$ cat config.mk
export PLATFORM = sky130hd
export DESIGN_NAME = dram_resp_flat
export DESIGN_NICKNAME = d
export VERILOG_FILES = /design/src/rtl/dram_pkg.sv /design/src/rtl/dram_resp_if.sv /design/src/rtl/dram_wr_fifo.sv /design/src/rtl/dram_resp.sv /design/src/flat_wrapper.sv
export SDC_FILE = /design/constraint.sdc
export NUM_CORES = 1
export LEC_CHECK = 0
export ABC_CLOCK_PERIOD_IN_PS = 10870
export CAP_MARGIN = 15
export CELL_PAD_IN_SITES_DETAIL_PLACEMENT = 0
export CELL_PAD_IN_SITES_GLOBAL_PLACEMENT = 1
export CORE_UTILIZATION = 45
export DETAILED_ROUTE_END_ITERATION = 8
export GPL_TIMING_DRIVEN = 0
export PLACE_DENSITY_LB_ADDON = 0.1
export SYNTH_ARGS = -nofsm -noshare
export SYNTH_HDL_FRONTEND = slang
export SYNTH_SLANG_ARGS = --single-unit
$ cat constraint.sdc
create_clock -name clk -period 10.87 [get_ports clk]
set_clock_uncertainty 0.2 [all_clocks]
set_input_delay 1.087 -clock clk [delete_from_list [all_inputs] [get_ports clk]]
set_output_delay 1.087 -clock clk [all_outputs]
set_load 0.02 [all_outputs]
$ cat src/rtl/dram_pkg.sv
// Shared types and constants for the DRAM-side responder.
package dram_pkg;

    localparam int DATA_WIDTH = 32;
    localparam int ADDR_WIDTH = 18;
    localparam int RD_LAT     = 2;

    typedef logic [DATA_WIDTH-1:0] data_t;
    typedef logic [ADDR_WIDTH-1:0] addr_t;

    typedef struct packed {
        addr_t addr;
        data_t data;
    } wr_entry_t;

    // One stage of the read response pipeline; fwd selects buffer data over SRAM data.
    typedef struct packed {
        logic  valid;
        logic  fwd;
        data_t data;
    } rsp_stage_t;

    typedef enum logic [1:0] {
        ACC_NONE,
        ACC_READ,
        ACC_WRITE
    } acc_kind_e;

endpackage

$ cat src/rtl/dram_resp_if.sv
// Layer-side request/response bus between a layer engine and the DRAM responder.
interface dram_resp_if;
    import dram_pkg::*;

    logic  dram_en_rd;
    addr_t addr_in;
    logic  dram_en_wr;
    addr_t addr_out;
    data_t data_out;
    logic  dram_ready;
    data_t data_in;
    logic  dram_valid;

    modport master (
        output dram_en_rd, addr_in, dram_en_wr, addr_out, data_out,
        input  dram_ready, data_in, dram_valid
    );

    modport slave (
        input  dram_en_rd, addr_in, dram_en_wr, addr_out, data_out,
        output dram_ready, data_in, dram_valid
    );

endinterface

$ cat src/rtl/dram_wr_fifo.sv
// Posted-write circular buffer with a parallel address search for read forwarding.
module dram_wr_fifo
    import dram_pkg::*;
#(
    parameter int DEPTH = 4
) (
    input  logic      clk,
    input  logic      rst,
    input  logic      push,
    input  wr_entry_t push_entry,
    input  logic      pop,
    output wr_entry_t head,
    output logic      full,
    output logic      empty,
    input  addr_t     search_addr,
    output logic      hit,
    output data_t     hit_data
);

    localparam int PTR_W = $clog2(DEPTH);
    typedef logic [PTR_W-1:0] ptr_t;

    wr_entry_t      store [DEPTH];
    ptr_t           wr_ptr;
    ptr_t           rd_ptr;
    logic [PTR_W:0] count;

    // NOTE: sequential state uses non-blocking assignments so every register samples pre-edge values.
    always_ff @(posedge clk or posedge rst) begin
        if (rst) begin
            wr_ptr <= '0;
            rd_ptr <= '0;
            count  <= '0;
        end else begin
            if (push) wr_ptr <= wr_ptr + 1'b1;
            if (pop)  rd_ptr <= rd_ptr + 1'b1;
            case ({push, pop})
                2'b10:   count <= count + 1'b1;
                2'b01:   count <= count - 1'b1;
                default: ;
            endcase
        end
    end

    // NOTE: storage is not reset; count and pointers alone decide which entries are live.
    always_ff @(posedge clk) begin
        if (push) store[wr_ptr] <= push_entry;
    end

    assign head  = store[rd_ptr];
    assign full  = (count == (PTR_W+1)'(DEPTH));
    assign empty = (count == '0);

    // Walk oldest to newest so the last match wins.
    // NOTE: outputs get defaults first so no path through the block infers a latch.
    always_comb begin
        ptr_t idx;
        hit      = 1'b0;
        hit_data = '0;
        idx      = rd_ptr;
        for (int i = 0; i < DEPTH; i++) begin
            idx = rd_ptr + ptr_t'(i);
            if (i < int'(count) && store[idx].addr == search_addr) begin
                hit      = 1'b1;
                hit_data = store[idx].data;
            end
        end
    end

endmodule

$ cat src/rtl/dram_resp.sv
// DRAM responder: arbitrates posted writes and reads onto one SRAM port, returns reads at fixed latency.
module dram_resp
    import dram_pkg::*;
#(
    parameter int WF_DEPTH = 4
) (
    input  logic             clk,
    input  logic             rst,
    dram_resp_if.slave       bus,
    output logic             idle,
    output logic             mem_cen,
    output logic             mem_wen,
    output addr_t            mem_addr,
    output data_t            mem_wdata,
    input  data_t            mem_rdata
);

    logic       rd_acc;
    logic       wr_acc;
    logic       fifo_full;
    logic       fifo_empty;
    logic       fifo_hit;
    logic       fifo_pop;
    data_t      fifo_hit_data;
    wr_entry_t  fifo_head;
    acc_kind_e  acc;
    rsp_stage_t pipe [RD_LAT];
    rsp_stage_t resp;
    data_t      rsp_data;
    data_t      data_hold;
    logic       pipe_busy;

    assign bus.dram_ready = ~fifo_full;
    assign rd_acc         = bus.dram_en_rd & ~fifo_full;
    assign wr_acc         = bus.dram_en_wr & ~fifo_full;

    // Search sees start-of-cycle contents, so a same-cycle write never feeds its paired read.
    dram_wr_fifo #(.DEPTH(WF_DEPTH)) u_fifo (
        .clk         (clk),
        .rst         (rst),
        .push        (wr_acc),
        .push_entry  ('{addr: bus.addr_out, data: bus.data_out}),
        .pop         (fifo_pop),
        .head        (fifo_head),
        .full        (fifo_full),
        .empty       (fifo_empty),
        .search_addr (bus.addr_in),
        .hit         (fifo_hit),
        .hit_data    (fifo_hit_data)
    );

    // A full buffer must drain first; otherwise reads win over opportunistic drains.
    always_comb begin
        acc      = ACC_NONE;
        fifo_pop = 1'b0;
        if (fifo_full) begin
            acc      = ACC_WRITE;
            fifo_pop = 1'b1;
        end else if (rd_acc && !fifo_hit) begin
            acc = ACC_READ;
        end else if (!fifo_empty) begin
            acc      = ACC_WRITE;
            fifo_pop = 1'b1;
        end
    end

    always_ff @(posedge clk or posedge rst) begin
        if (rst) begin
            mem_cen   <= 1'b0;
            mem_wen   <= 1'b0;
            mem_addr  <= '0;
            mem_wdata <= '0;
        end else begin
            mem_cen <= (acc != ACC_NONE);
            mem_wen <= (acc == ACC_WRITE);
            case (acc)
                ACC_WRITE: begin
                    mem_addr  <= fifo_head.addr;
                    mem_wdata <= fifo_head.data;
                end
                ACC_READ:  mem_addr <= bus.addr_in;
                default:   ;
            endcase
        end
    end

    // Forwarded reads ride the same pipeline so both paths answer at RD_LAT.
    always_ff @(posedge clk or posedge rst) begin
        if (rst) begin
            for (int i = 0; i < RD_LAT; i++) pipe[i] <= '0;
        end else begin
            pipe[0] <= '{valid: rd_acc, fwd: rd_acc & fifo_hit, data: fifo_hit_data};
            for (int i = 1; i < RD_LAT; i++) pipe[i] <= pipe[i-1];
        end
    end

    assign resp           = pipe[RD_LAT-1];
    assign rsp_data       = resp.fwd ? resp.data : mem_rdata;
    assign bus.dram_valid = resp.valid;
    assign bus.data_in    = resp.valid ? rsp_data : data_hold;

    always_ff @(posedge clk or posedge rst) begin
        if (rst)             data_hold <= '0;
        else if (resp.valid) data_hold <= rsp_data;
    end

    always_comb begin
        pipe_busy = 1'b0;
        for (int i = 0; i < RD_LAT; i++) pipe_busy = pipe_busy | pipe[i].valid;
    end

    assign idle = fifo_empty & ~pipe_busy & ~mem_cen;

endmodule

$ cat src/flat_wrapper.sv
// flat-port wrapper written by rule: the top's interface ports become plain ports
module dram_resp_flat import dram_pkg::*;
#(
    parameter int WF_DEPTH = 4
)
  (clk, rst, idle, mem_cen, mem_wen, mem_addr, mem_wdata, mem_rdata, bus_dram_en_rd, bus_addr_in, bus_dram_en_wr, bus_addr_out, bus_data_out, bus_dram_ready, bus_data_in, bus_dram_valid);
  dram_resp_if bus_i ();
  input  logic clk;
  input  logic rst;
  output logic idle;
  output logic mem_cen;
  output logic mem_wen;
  output addr_t mem_addr;
  output data_t mem_wdata;
  input  data_t mem_rdata;
  input wire logic [$bits(bus_i.dram_en_rd)-1:0] bus_dram_en_rd;
  input wire logic [$bits(bus_i.addr_in)-1:0] bus_addr_in;
  input wire logic [$bits(bus_i.dram_en_wr)-1:0] bus_dram_en_wr;
  input wire logic [$bits(bus_i.addr_out)-1:0] bus_addr_out;
  input wire logic [$bits(bus_i.data_out)-1:0] bus_data_out;
  output wire logic [$bits(bus_i.dram_ready)-1:0] bus_dram_ready;
  output wire logic [$bits(bus_i.data_in)-1:0] bus_data_in;
  output wire logic [$bits(bus_i.dram_valid)-1:0] bus_dram_valid;
  assign bus_i.dram_en_rd = bus_dram_en_rd;
  assign bus_i.addr_in = bus_addr_in;
  assign bus_i.dram_en_wr = bus_dram_en_wr;
  assign bus_i.addr_out = bus_addr_out;
  assign bus_i.data_out = bus_data_out;
  assign bus_dram_ready = bus_i.dram_ready;
  assign bus_data_in = bus_i.data_in;
  assign bus_dram_valid = bus_i.dram_valid;
  dram_resp #(.WF_DEPTH(WF_DEPTH)) u_core (.clk(clk), .rst(rst), .bus(bus_i), .idle(idle), .mem_cen(mem_cen), .mem_wen(mem_wen), .mem_addr(mem_addr), .mem_wdata(mem_wdata), .mem_rdata(mem_rdata));
endmodule
==> flow_metrics.tcl <==
set metrics [dict create \
    core_um2 40920 \
    cts_tree "yes" \
    synth-xor-area-share_pct 3.552 \
    utilization_pct 55.31 \
    synthAdderAreaFrac_pct 0.6676 \
    ys_seq_area_share_pct 53.28 \
    cts.sinks 359 \
    postSynthNetCount 1449 \
    fin_setup_tns_ns 0 \
    clock_path_buffers 3 \
    fin_nets 1675 \
    dp_hpwl_um 36820 \
    overflow 0 \
    outcome "completed" \
    io_buffers 179 \
    place_area_um2 21330 \
    initial_core_util_pct 45.79 \
    htreeDepth 2 \
    cp.arrival_ns 5.09 \
    p_seq_share_pct 31.4 \
    synthSimpleGateAreaFrac_pct 4.874 \
    critPathKind "register to register" \
    antenna_found_initial 1 \
    grt_pass1_vias 12680 \
    synth_ff_type "edfxtp_1" \
    combPwrFrac_pct 48.2 \
    synth_common_cells "295 x mux2i_1, 200 x edfxtp_1, 159 x dfrtp_1" \
    synthTopCellsByArea "edfxtp_1 32%, dfrtp_1 21%, mux2i_1 16%" \
    ir_worst_vdd_v 0.0001540 \
    syn-instance-count 1335 \
    antenna_left 0 \
    min_period_ns 4.908 \
    end_kind "register" \
    finalHoldViolCount 0 \
    setup_violations 0 \
    period_share_pct 45.16 \
    grt_first_pass_wirelength_um 78160 \
    path_clk_slew_ns 0.06 \
    wl_um 52670 \
    dr.first_iter.drc_count 1016 \
    p_int_mw 4.117 \
    track_usage_pct 25.17 \
    grtUsageMet1_pct 32.99 \
    vias 12320 \
    syn_to_final_growth_pct 20.78 \
    grt_max_degree 119 \
    avgViaCountPerCell 5.795 \
    place_congestion 0.8632 \
    die_y_um 206.1 \
    syn-cell-area_um2 18740 \
    ys_ff_latch 359 \
    busiest_layer "met2" \
    rsz0062_at_grt "false" \
    cts_setup_buffers 0 \
    p_leak_nw 9.036 \
    hold_class "register to register" \
    die_x_um 206.1 \
    power_frac_clock_pct 20.4 \
    clk_latency_ns 0.56 \
    post-synth-top-area-cell "edfxtp_1" \
    drc 0 \
    cts_buffers 41 \
    p_sw_mw 2.435 \
    synth_top_area_share_pct 32.05 \
    firstDrtPassIters 8 \
    yosysMostFrequentCell "mux2i_1" \
    slew_headroom_pct 30.29 \
    synthMuxAreaShare_pct 26.39 \
    startpoint_type "register" \
    drive_gt1_share_pct 16.75 \
    final.fill_count 3432 \
    cap_violations 0 \
    synth-edff-count 200 \
    drv_slew 0 \
    p_sw_share_pct 37.16 \
    clock-root-buffer "clkbuf_16" \
    synth_compound_area_share_pct 7.678 \
    met2_usage_pct 42.67 \
    p_per_area_nw_per_um2 289.5 \
    crit_fanout 10 \
    finalInstanceArea_um2 22630 \
    cts-resized-gates 0 \
    use_met3_pct 4.699 \
    worst_pin_slew_ns 1.046 \
    cp.required_ns 11.05 \
    yosys_warnings 0 \
    syn_area_per_cell_um2 14.04 \
    rows 74 \
    diodes 0 \
    synthArstFlopShare_pct 44.29 \
    ys_types 63 \
    synth_top_family_by_area "multiplexers" \
    io_pins 191 \
    postCtsHoldBufs 0 \
    fmax_ghz 0.2037 \
    die_area_um2 42460 \
    wl_per_cell_um 24.77 \
]
path summary, 6_finish.rpt:
kind,endpoint,startpoint,depth (start not counted),slack [ns]
max,u_core.pipe[59]$_DFF_PP0_,u_core.u_fifo.rd_ptr[0]$_DFFE_PP0P_,15,5.96
min,u_core.pipe[22]$_DFF_PP0_,u_core.pipe[56]$_DFF_PP0_,0,0.14
max reg2reg,u_core.pipe[59]$_DFF_PP0_,u_core.u_fifo.rd_ptr[0]$_DFFE_PP0P_,15,5.96
min reg2reg,u_core.pipe[22]$_DFF_PP0_,u_core.pipe[56]$_DFF_PP0_,0,0.14
max in group asynchronous,u_core.mem_cen$_DFF_PP0_,rst,3,8.81
min in group asynchronous,u_core.bus.dram_valid$_DFF_PP0_,rst,2,0.71
layout by cell type, fill, tap and decap left out, types with 45 or more instances in the layout:
master	instances
mux2i_1	295
edfxtp_1	200
clkdlybuf4s50_1	179
dfrtp_1	159
xnor2_1	69
clkbuf_1	65
o221a_2	56
mux4_2	51
nor2_1	48
clkbuf_16	45
worst max-delay path: stages, from the launching register on:
cell and delay [ns]:
dfrtp_1 0.34, buf_6 0.18, buf_8 0.18, buf_6 0.18, buf_2 0.35, buf_4 0.29, buf_2 0.38, mux4_2 0.38
xnor2_1 0.29, nand4_1 0.14, nor2_1 0.23, nand2_1 0.21, buf_2 0.28, nand3_2 0.29, clkbuf_1 0.54, o22ai_1 0.23
flip-flops by register name, summed over array words and instances, names as in the netlist, 2 cells and up:
register and flops:
u_core.u_fifo.wr_ptr 2, u_core.mem_addr 18, u_core.data_hold 32, u_core.u_fifo.store 200, u_core.pipe 67, u_core.mem_wdata 32
u_core.u_fifo.count 3, u_core.u_fifo.rd_ptr 2
power groups by stage:
stage | clock network [mW] | logic [mW] | registers [mW]
2_1_floorplan | 0 | 2.07 | 2.13
3_3_place_gp | 0 | 3.12 | 2.09
3_5_place_dp | 0 | 3.16 | 2.08
4_1_cts | 1.37 | 3.17 | 2.06
5_1_grt | 1.42 | 3.38 | 2.10
6_report | 1.34 | 3.16 | 2.06
metal layers:
layer / vias to the layer above / share of wire (%)
met5: - / 0.021
met4: 2 / 2.2
met3: 80 / 5.9
met2: 419 / 49
met1: 6203 / 43
li1: 5617 / -
cell type report:
class,count,area (um2),area share (%)
clock buffer,62,1210,5.345
sequential,359,9985,44.11
tap,532,665.6,2.941
timing repair buffer,183,1902,8.402
multi-input combinational,839,8099,35.78
clock inverter,14,98.84,0.4367
inverter,29,116.4,0.5141
buffer,108,558.0,2.465
cell families after synthesis:
kind of cell | Yosys count
muxes | 397
xor gates and xnor gates | 76
AOI/OAI and AO/OA | 182
DFF | 359
adders and majority gates | 10
and+or+nand+nor | 174
buffers and inverters | 137
metrics by stage:
| stage | hold slack [ns] | std cells | power, mW | setup WS (ns) |
|---|---|---|---|---|
| 2_1_floorplan | 0.1312 | 1335 | 4.203 | 5.291 |
| 3_3_place_gp | 0.1316 | 2046 | 5.202 | 2.827 |
| 3_5_place_dp | 0.1347 | 2050 | 5.246 | 5.954 |
| 6_report | 0.1444 | 2126 | 6.552 | 5.962 |
| 5_1_grt | 0.1477 | 2126 | 6.892 | 5.796 |
| 4_1_cts | 0.1435 | 2126 | 6.602 | 6.076 |
No activity file was read; power rests on OpenSTA's default activity.
